## src/rtl/mem_io_pkg.sv

```systemverilog
// Shared constants and types for the CPU data-access controller:
// IO address map, controller states and requester identifiers.
package mem_io_pkg;

  localparam logic [19:0] IO_PREFIX    = 20'hFFFFF;
  localparam logic [31:0] LED_ADDR_DEF = 32'hFFFF_F000;
  localparam logic [31:0] SW_ADDR_DEF  = 32'hFFFF_F010;
  localparam logic [31:0] NUM_ADDR_DEF = 32'hFFFF_F020;

  typedef enum logic [1:0] {IDLE, ACC, WAIT} state_t;

  typedef logic req_id_t;
  localparam req_id_t REQ_CPU = 1'b0;
  localparam req_id_t REQ_LDR = 1'b1;

  function automatic logic is_io_addr(input logic [31:0] addr);
    return addr[31:12] == IO_PREFIX;
  endfunction

endpackage

```

## src/rtl/rr_arb2.sv

```systemverilog
// Two-requester round-robin arbiter; the preferred requester wins a tie and
// preference passes to the other requester after every grant.
module rr_arb2
  import mem_io_pkg::*;
(
  input  logic       clk,
  input  logic       rst,
  input  logic [1:0] req,
  input  logic       advance,
  output logic [1:0] grant
);

  req_id_t pref;

  // NOTE: every always_comb output gets a default first so no latch is inferred.
  always_comb begin
    grant = '0;
    if (req[REQ_CPU] && req[REQ_LDR]) grant[pref] = 1'b1;
    else                              grant = req;
  end

  // NOTE: sequential state uses non-blocking assignments only.
  always_ff @(posedge clk) begin
    if (rst) begin
      pref <= REQ_CPU;
    end else if (advance && (|grant)) begin
      pref <= grant[REQ_CPU] ? REQ_LDR : REQ_CPU;
    end
  end

endmodule

```

## src/rtl/mem_io_ctrl.sv

```systemverilog
// Shares the data memory between CPU and UART loader, owns the LED/switch/
// seven-segment IO registers, and stalls the CPU until each access completes.
module mem_io_ctrl
  import mem_io_pkg::*;
#(
  parameter logic [31:0] LED_ADDR = LED_ADDR_DEF,
  parameter logic [31:0] SW_ADDR  = SW_ADDR_DEF,
  parameter logic [31:0] NUM_ADDR = NUM_ADDR_DEF
) (
  input  logic        clk,
  input  logic        rst,
  input  logic        cpu_req,
  input  logic        cpu_we,
  input  logic [31:0] cpu_addr,
  input  logic [31:0] cpu_wdata,
  output logic [31:0] cpu_rdata,
  output logic        cpu_ack,
  output logic        cpu_stall,
  input  logic        ldr_req,
  input  logic [31:0] ldr_addr,
  input  logic [31:0] ldr_wdata,
  output logic        ldr_ack,
  output logic        mem_en,
  output logic        mem_we,
  output logic [31:0] mem_addr,
  output logic [31:0] mem_wdata,
  input  logic [31:0] mem_rdata,
  input  logic [15:0] sw_in,
  output logic [15:0] led_out,
  output logic [31:0] num_out
);

  state_t      state, state_nxt;
  logic [31:0] lat_addr, lat_wdata, io_rdata;
  logic        lat_we;
  req_id_t     lat_id;
  logic [1:0]  grant;
  logic        advance, done, led_wr, num_wr;
  logic        lat_io, lat_cpu;

  rr_arb2 u_arb (
    .clk     (clk),
    .rst     (rst),
    .req     ({ldr_req, cpu_req}),
    .advance (advance),
    .grant   (grant)
  );

  assign lat_io  = is_io_addr(lat_addr);
  assign lat_cpu = (lat_id == REQ_CPU);

  always_comb begin
    io_rdata = '0;
    if      (lat_addr == SW_ADDR)  io_rdata = {16'h0, sw_in};
    else if (lat_addr == LED_ADDR) io_rdata = {16'h0, led_out};
    else if (lat_addr == NUM_ADDR) io_rdata = num_out;
  end

  // Outputs are held at zero while reset is high so an abandoned access never acks.
  always_comb begin
    state_nxt = state;
    advance   = 1'b0;
    done      = 1'b0;
    led_wr    = 1'b0;
    num_wr    = 1'b0;
    cpu_rdata = '0;
    mem_en    = 1'b0;
    mem_we    = 1'b0;
    mem_addr  = '0;
    mem_wdata = '0;
    if (!rst) begin
      case (state)
        IDLE: begin
          if (cpu_req || ldr_req) begin
            advance   = 1'b1;
            state_nxt = ACC;
          end
        end
        ACC: begin
          if (!lat_io) begin
            mem_en    = 1'b1;
            mem_we    = lat_we;
            mem_addr  = lat_addr;
            mem_wdata = lat_wdata;
            done      = lat_we;
            state_nxt = lat_we ? IDLE : WAIT;
          end else begin
            done      = 1'b1;
            state_nxt = IDLE;
            if (lat_cpu && lat_we) begin
              led_wr = (lat_addr == LED_ADDR);
              num_wr = (lat_addr == NUM_ADDR);
            end else if (lat_cpu) begin
              cpu_rdata = io_rdata;
            end
          end
        end
        WAIT: begin
          done      = 1'b1;
          cpu_rdata = lat_cpu ? mem_rdata : '0;
          state_nxt = IDLE;
        end
        default: state_nxt = IDLE;
      endcase
    end
  end

  assign cpu_ack   = done & lat_cpu;
  assign ldr_ack   = done & ~lat_cpu;
  assign cpu_stall = cpu_req & ~cpu_ack;

  always_ff @(posedge clk) begin
    if (rst) begin
      state     <= IDLE;
      lat_addr  <= '0;
      lat_wdata <= '0;
      lat_we    <= 1'b0;
      lat_id    <= REQ_CPU;
      led_out   <= '0;
      num_out   <= '0;
    end else begin
      state <= state_nxt;
      if (advance) begin
        if (grant[REQ_LDR]) begin
          lat_addr  <= ldr_addr;
          lat_wdata <= ldr_wdata;
          lat_we    <= 1'b1;
          lat_id    <= REQ_LDR;
        end else begin
          lat_addr  <= cpu_addr;
          lat_wdata <= cpu_wdata;
          lat_we    <= cpu_we;
          lat_id    <= REQ_CPU;
        end
      end
      if (led_wr) led_out <= lat_wdata[15:0];
      if (num_wr) num_out <= lat_wdata;
    end
  end

endmodule

```

## config.mk

```make
export PLATFORM = sky130hd
export DESIGN_NAME = mem_io_ctrl
export DESIGN_NICKNAME = d
export VERILOG_FILES = /design/src/rtl/mem_io_pkg.sv /design/src/rtl/rr_arb2.sv /design/src/rtl/mem_io_ctrl.sv
export SDC_FILE = /design/constraint.sdc
export NUM_CORES = 1
export LEC_CHECK = 0
export CORE_AREA = 5 5 124 126
export DETAILED_ROUTE_END_ITERATION = 7
export DIE_AREA = 0 0 129 131
export DONT_BUFFER_PORTS = 1
export PLACE_DENSITY_LB_ADDON = 0.08
export SYNTH_ARGS = -nofsm -noshare
export SYNTH_HDL_FRONTEND = slang
export SYNTH_SLANG_ARGS = --single-unit
```

## constraint.sdc

```tcl
create_clock -name clk -period 3.6 [get_ports clk]
set_input_delay 0.36 -clock clk [delete_from_list [all_inputs] [get_ports clk]]
set_output_delay 0.36 -clock clk [all_outputs]
set_load 0.03 [all_outputs]
```

* Word level (Yosys, flattened, before mapping)
Cells that the tools add are included.
** Storage, ports and cells
- Register bits after elaboration :: 117
- Input bits :: 181
- Output and inout port bits :: 149
- Logic and storage cells :: 76
** Operators by class
- Magnitude comparators :: 2
- Equal/unequal tests :: 7
- Muxes and demuxes :: 47
- Bitwise operators :: 5
- Reductions and logical operators :: 7
** Operator list (number)
- 32-bit two-way mux :: 16
- 32-bit == test (second input constant) :: 3
- 32-bit case mux with 2 select lines :: 1
- 1-bit two-way mux :: 23
- 20-bit == test (second input constant) :: 1
- 2-bit two-way mux :: 4
- 1-bit logical AND :: 4
- 2-bit case mux with 2 select lines :: 1
- 1-bit bitwise AND :: 3
- 2-bit by 1-bit == test with 1-bit output (second input constant) :: 1
- 2-bit == test (second input constant) :: 1
- 2-bit zero test :: 1
- 1-bit by 2-bit < comparator with 1-bit output (second input constant) :: 1
- 2-bit inequality test (second input constant) :: 1
- 1-bit inverter :: 2
- 1-bit case mux with 2 select lines :: 1
- 2-bit OR reduction :: 1
- 1-bit demux with 1-bit select :: 1
- 1-bit greater-or-equal comparator (second input constant) :: 1
- 1-bit logical OR :: 1

* Logic depth before layout (Yosys ltp)
- Word-level depth :: 9
- Depth in mapped cells :: 9
- Gate-level depth less buffers :: 6

* By module
Synthesis repeated with hierarchy kept, for this count alone.
** Second synthesis, totals
- Cells, all modules :: 710
- Area total of the unflattened synthesis :: 6174.7 um^2
** By module, submodules not included
- mem_io_ctrl :: instances 1, cells each 703, area an instance 6109.6 um^2, seq. area each 2322.2 um^2
- rr_arb2 :: instances 1, cells each 7, area an instance 65.1 um^2, seq. area each 20.0 um^2

* Worst setup path before layout
No wires, ideal clock.
- Path type :: register to output
- Start :: register lat_addr[22]
- End :: output cpu_rdata[13]
- Data arrival time :: 2318 ps
- Data required time :: 3240 ps
- Slack :: 922 ps
- Cell stages (with the launch flop) :: 7
- Buffers on the path :: 2
- Cell sequence :: dfxtp_1 > nand4_1 > nor4_1 > buf_2 > buf_1 > nand4_1 > o21ai_0
** On the way
- Longest elaborated chain between the ends :: 9
- Elaborated cells between the ends (all ways) :: 12
- Classes of those cells :: 4 x eq/ne; 8 x mux
** RTL lines
- start: declaration :: RTL line mem_io_ctrl.sv:34 : logic [31:0] lat_addr, lat_wdata, io_rdata;
- start signal: assignment :: RTL line mem_io_ctrl.sv:125 : lat_addr <= ldr_addr;
- start signal: assignment :: RTL line mem_io_ctrl.sv:130 : lat_addr <= cpu_addr;
- 32-bit == test :: RTL line mem_io_ctrl.sv:56 : else if (lat_addr == NUM_ADDR) io_rdata = num_out;
- 32-bit two-way mux :: RTL line mem_io_ctrl.sv:56
- 32-bit two-way mux :: RTL line mem_io_ctrl.sv:55 : else if (lat_addr == LED_ADDR) io_rdata = {16'h0, led_out};
- 32-bit two-way mux :: RTL line mem_io_ctrl.sv:54 : if (lat_addr == SW_ADDR) io_rdata = {16'h0, sw_in};
- 32-bit two-way mux :: RTL line mem_io_ctrl.sv:93 : end else if (lat_cpu) begin
- 32-bit two-way mux :: RTL line mem_io_ctrl.sv:90 : if (lat_cpu && lat_we) begin
- 32-bit two-way mux * :: RTL line mem_io_ctrl.sv:80 : if (!lat_io) begin
- 32-bit case mux with 2 select lines * :: RTL line mem_io_ctrl.sv:72 : case (state)
- 32-bit two-way mux * :: RTL line mem_io_ctrl.sv:71 : if (!rst) begin
- end: declaration :: RTL line mem_io_ctrl.sv:16 : output logic [31:0] cpu_rdata,
Every way passes the cells marked *; elsewhere a longest branch is shown, timed or not.

* Final worst setup path
- Start :: register lat_addr[11]
- End :: output cpu_rdata[0]
** On the way
- Longest elaborated chain between the ends :: 9
- Elaborated cells between the ends (all ways) :: 11
- Classes of those cells :: 3 x eq/ne; 8 x mux
** RTL lines (RTL line)
- 32-bit == test :: mem_io_ctrl.sv:56
- 32-bit two-way mux :: mem_io_ctrl.sv:56
- 32-bit two-way mux :: mem_io_ctrl.sv:55
- 32-bit two-way mux * :: mem_io_ctrl.sv:54
- 32-bit two-way mux * :: mem_io_ctrl.sv:93
- 32-bit two-way mux * :: mem_io_ctrl.sv:90
- 32-bit two-way mux * :: mem_io_ctrl.sv:80
- 32-bit case mux with 2 select lines * :: mem_io_ctrl.sv:72
- 32-bit two-way mux * :: mem_io_ctrl.sv:71
Marked as above.

==> results.ini <==
[critical_path]
crit_top_cell = buf_4
r2r_cells = 4
critPathCapture = cpu_rdata[0]
start_kind = register
cp_slowest_stage_delay_ns = 0.59
worst_path_max_delay_cell = or4_4
crit_chain = or4_4 > nor4_2 > nand4_1 > buf_4 > o221ai_1 > buf_4
rr_startpoint = lat_addr[10]
setup.worst_path.start = lat_addr[11]
arrival_ns = 2.60
rr_endpoint = led_out[14]
crit_type = reg -> out
cp.required_ns = 3.24
cp_max_fo = 13
crit_path_end_kind = output pin
worst-r2r-setup-slack_ns = 1.23

[timing]
finClkSkew_ns = 0.00892
max_slew.worst_pin.slew_ns = 0.885
maxSlewHeadroom = 0.408
rsz0062_at_grt = no
setup_ws_ns = 0.638
fin_hold_ws_ns = 0.0225
setup_viol = 0
max_freq_mhz = 338
final_hold_viol_count = 0
drv_slew = 0
fin_crit_sh = 0.823
final.setup.tns_ns = 0
period_needed_ns = 2.96

[place]
hpwl_mm = 14.1
gp_congestion = 0.861
io_buffers = 0
dp_slack_ns = 0.525

[die]
die_w_um = 129
rows = 44
core_um2 = 14200
die_height_um = 131
initial_utilization = 0.457
die_area_um2 = 16900
io_pins = 330

[cts]
htree_levels = 4
clock_sinks = 117
cts_hold_buf = 0
tritoncts = done
clockBufferDepth = 2
cts_buffers = 17
root_buffer = clkbuf_16
ctsResizeCount = 0
path_clk_slew_ns = 0.05
clk_latency_ns = 0.41

[global_route]
overflow = 0
antenna_found_initial = 0
grt_max_degree = 121
grt_first_pass_wirelength_mm = 28.4
grt_pass1_vias = 5231
track_usage = 0.219

[flow_run]
max-cap-violations = 0

[route]
drt-initial-drc-count = 220
route.detailed.drc = 0
dr.pass1.iters = 5
wl_per_cell_um = 21.2
drt_wl_total_mm = 19.5
vias = 5247
ant_nets = 0
viasPerCell = 5.73

[worst_hold_path]
min_from = rst
min_path_type = in -> reg

[power_and_ir_drop]
power_density_nw_per_um2 = 501
ir_worst_vdd_uv = 293
p_leak_nw = 3.41
total_power_mw = 3.79

[synthesis]
synth_area_leaders = dfxtp_1, mux2i_1, nand2b_1
synth.cell_area_um2 = 6490
ys.flop_type = dfxtp_1
syn_nets = 894
ys.warnings.count = 0
ys_seq_area_frac = 0.361
synth_edf_count = 0
synth-async-reset-ratio = 0
ys_ff_latch = 117
synth_top_area_frac = 0.361
yosysTopAreaCell = dfxtp_1
synth.distinct_cells = 41
netlist_top_cells_count = mux2i_1, dfxtp_1, nand2b_1, and2_1, o21ai_0
avgSynthCellArea_um2 = 9.14
syn_inst = 710
yosysMostFrequentCell = mux2i_1

[finish]
fill_cells = 1298
nets = 903
area_delta_synth_final_pct = 16.5
diodes = 0
drive_gt1_frac = 0.127

[run_status]
status = complete, no violations

-- flip-flops by register name, summed over array words and instances (netlist names) --
register and count:
led_out 16, lat_id 1, u_arb.pref 1, state 2, lat_wdata 32, lat_we 1, lat_addr 32, num_out 32
-- through the flow --
step / cell area [µm²] / util / cells
after floorplan: 6490 / - / 710
after global placement: 6890 / 0.485 / 882
after detailed placement: 6890 / 0.485 / 882
after CTS: 7540 / 0.531 / 914
after global routing: 7560 / 0.532 / 916
final: 7560 / 0.532 / 916
-- cells in the final DEF, fill, tap and decap left out, types with 4 or more instances in the layout --
| cell type | netlist | final |
|---|---|---|
| nor4_1 | 5 | 4 |
| clkbuf_16 | 0 | 17 |
| a21oi_1 | 22 | 21 |
| buf_4 | 0 | 45 |
| nand3b_1 | 32 | 32 |
| nand2_1 | 34 | 34 |
| o221ai_1 | 12 | 12 |
| nor2_1 | 6 | 6 |
| dfxtp_1 | 117 | 117 |
| and2_1 | 65 | 65 |
| o21ai_0 | 36 | 35 |
| mux2i_1 | 156 | 156 |
| bufinv_16 | 0 | 4 |
| nand4_1 | 26 | 26 |
| clkbuf_8 | 0 | 6 |
| inv_1 | 18 | 18 |
| nand2b_1 | 86 | 86 |
-- worst min-delay path by stage --
stage / end / cells past startpoint
4_1_cts: u_arb.pref / 1
5_1_grt: u_arb.pref / 1
6_report: u_arb.pref / 1
3_5_place_dp: u_arb.pref / 1
2_1_floorplan: u_arb.pref / 2
3_3_place_gp: u_arb.pref / 1
-- per-layer routing --
metal | GRT usage | part of all wire
met5 | 0 | 0
met2 | 0.386 | 0.50
met4 | 0.0735 | 0.017
met3 | 0.0659 | 0.079
met1 | 0.253 | 0.40
-- cell families (layout without fill, tap and decap cells) --
| group | Yosys count | count (layout) | share of synthesized area |
|---|---|---|---|
| adder cells (fa/ha/maj) | 3 | 3 | 0.00579 |
| flip-flops | 117 | 117 | 0.361 |
| multiplexers | 157 | 157 | 0.242 |
| buffers and inverters | 76 | 98 | 0.0484 |
| AND/OR/NAND/NOR | 280 | 280 | 0.272 |
| AO/OA/AOI/OAI | 77 | 77 | 0.0706 |
-- power breakdown --
group          switching, mW  total, mW  leakage (nW)  internal, mW
combinational          0.284      0.476          2.13         0.192
sequential            0.0663       1.46         0.958          1.40
clock                  0.585       1.85         0.322          1.27
total                  0.935       3.79          3.41          2.86
-- worst max-delay path: cells and delay by family (launching register included) --
kind                   cells  cell delay [ns]
flip-flops                 1             0.32
AND/OR/NAND/NOR            3             1.24
AO/OA/AOI/OAI              1             0.21
buffers and inverters      2             0.42
-- layout make-up --
type / count / area [µm²] / share of cell area
multi-input combinational: 517 / 3870 / 0.512
timing repair buffer: 48 / 398 / 0.0526
sequential: 117 / 2340 / 0.310
clock inverter: 8 / 143 / 0.0189
clock buffer: 24 / 512 / 0.0677
inverter: 18 / 67.6 / 0.00894
tap: 184 / 230 / 0.0305
-- what timing repair did --
item | CTS | global route
endpoints found under the setup margin | 0 | 13
buffers inserted | 0 | 2
endpoints found under the hold margin | 0 | 0
(Power assumes the default switching activity.)
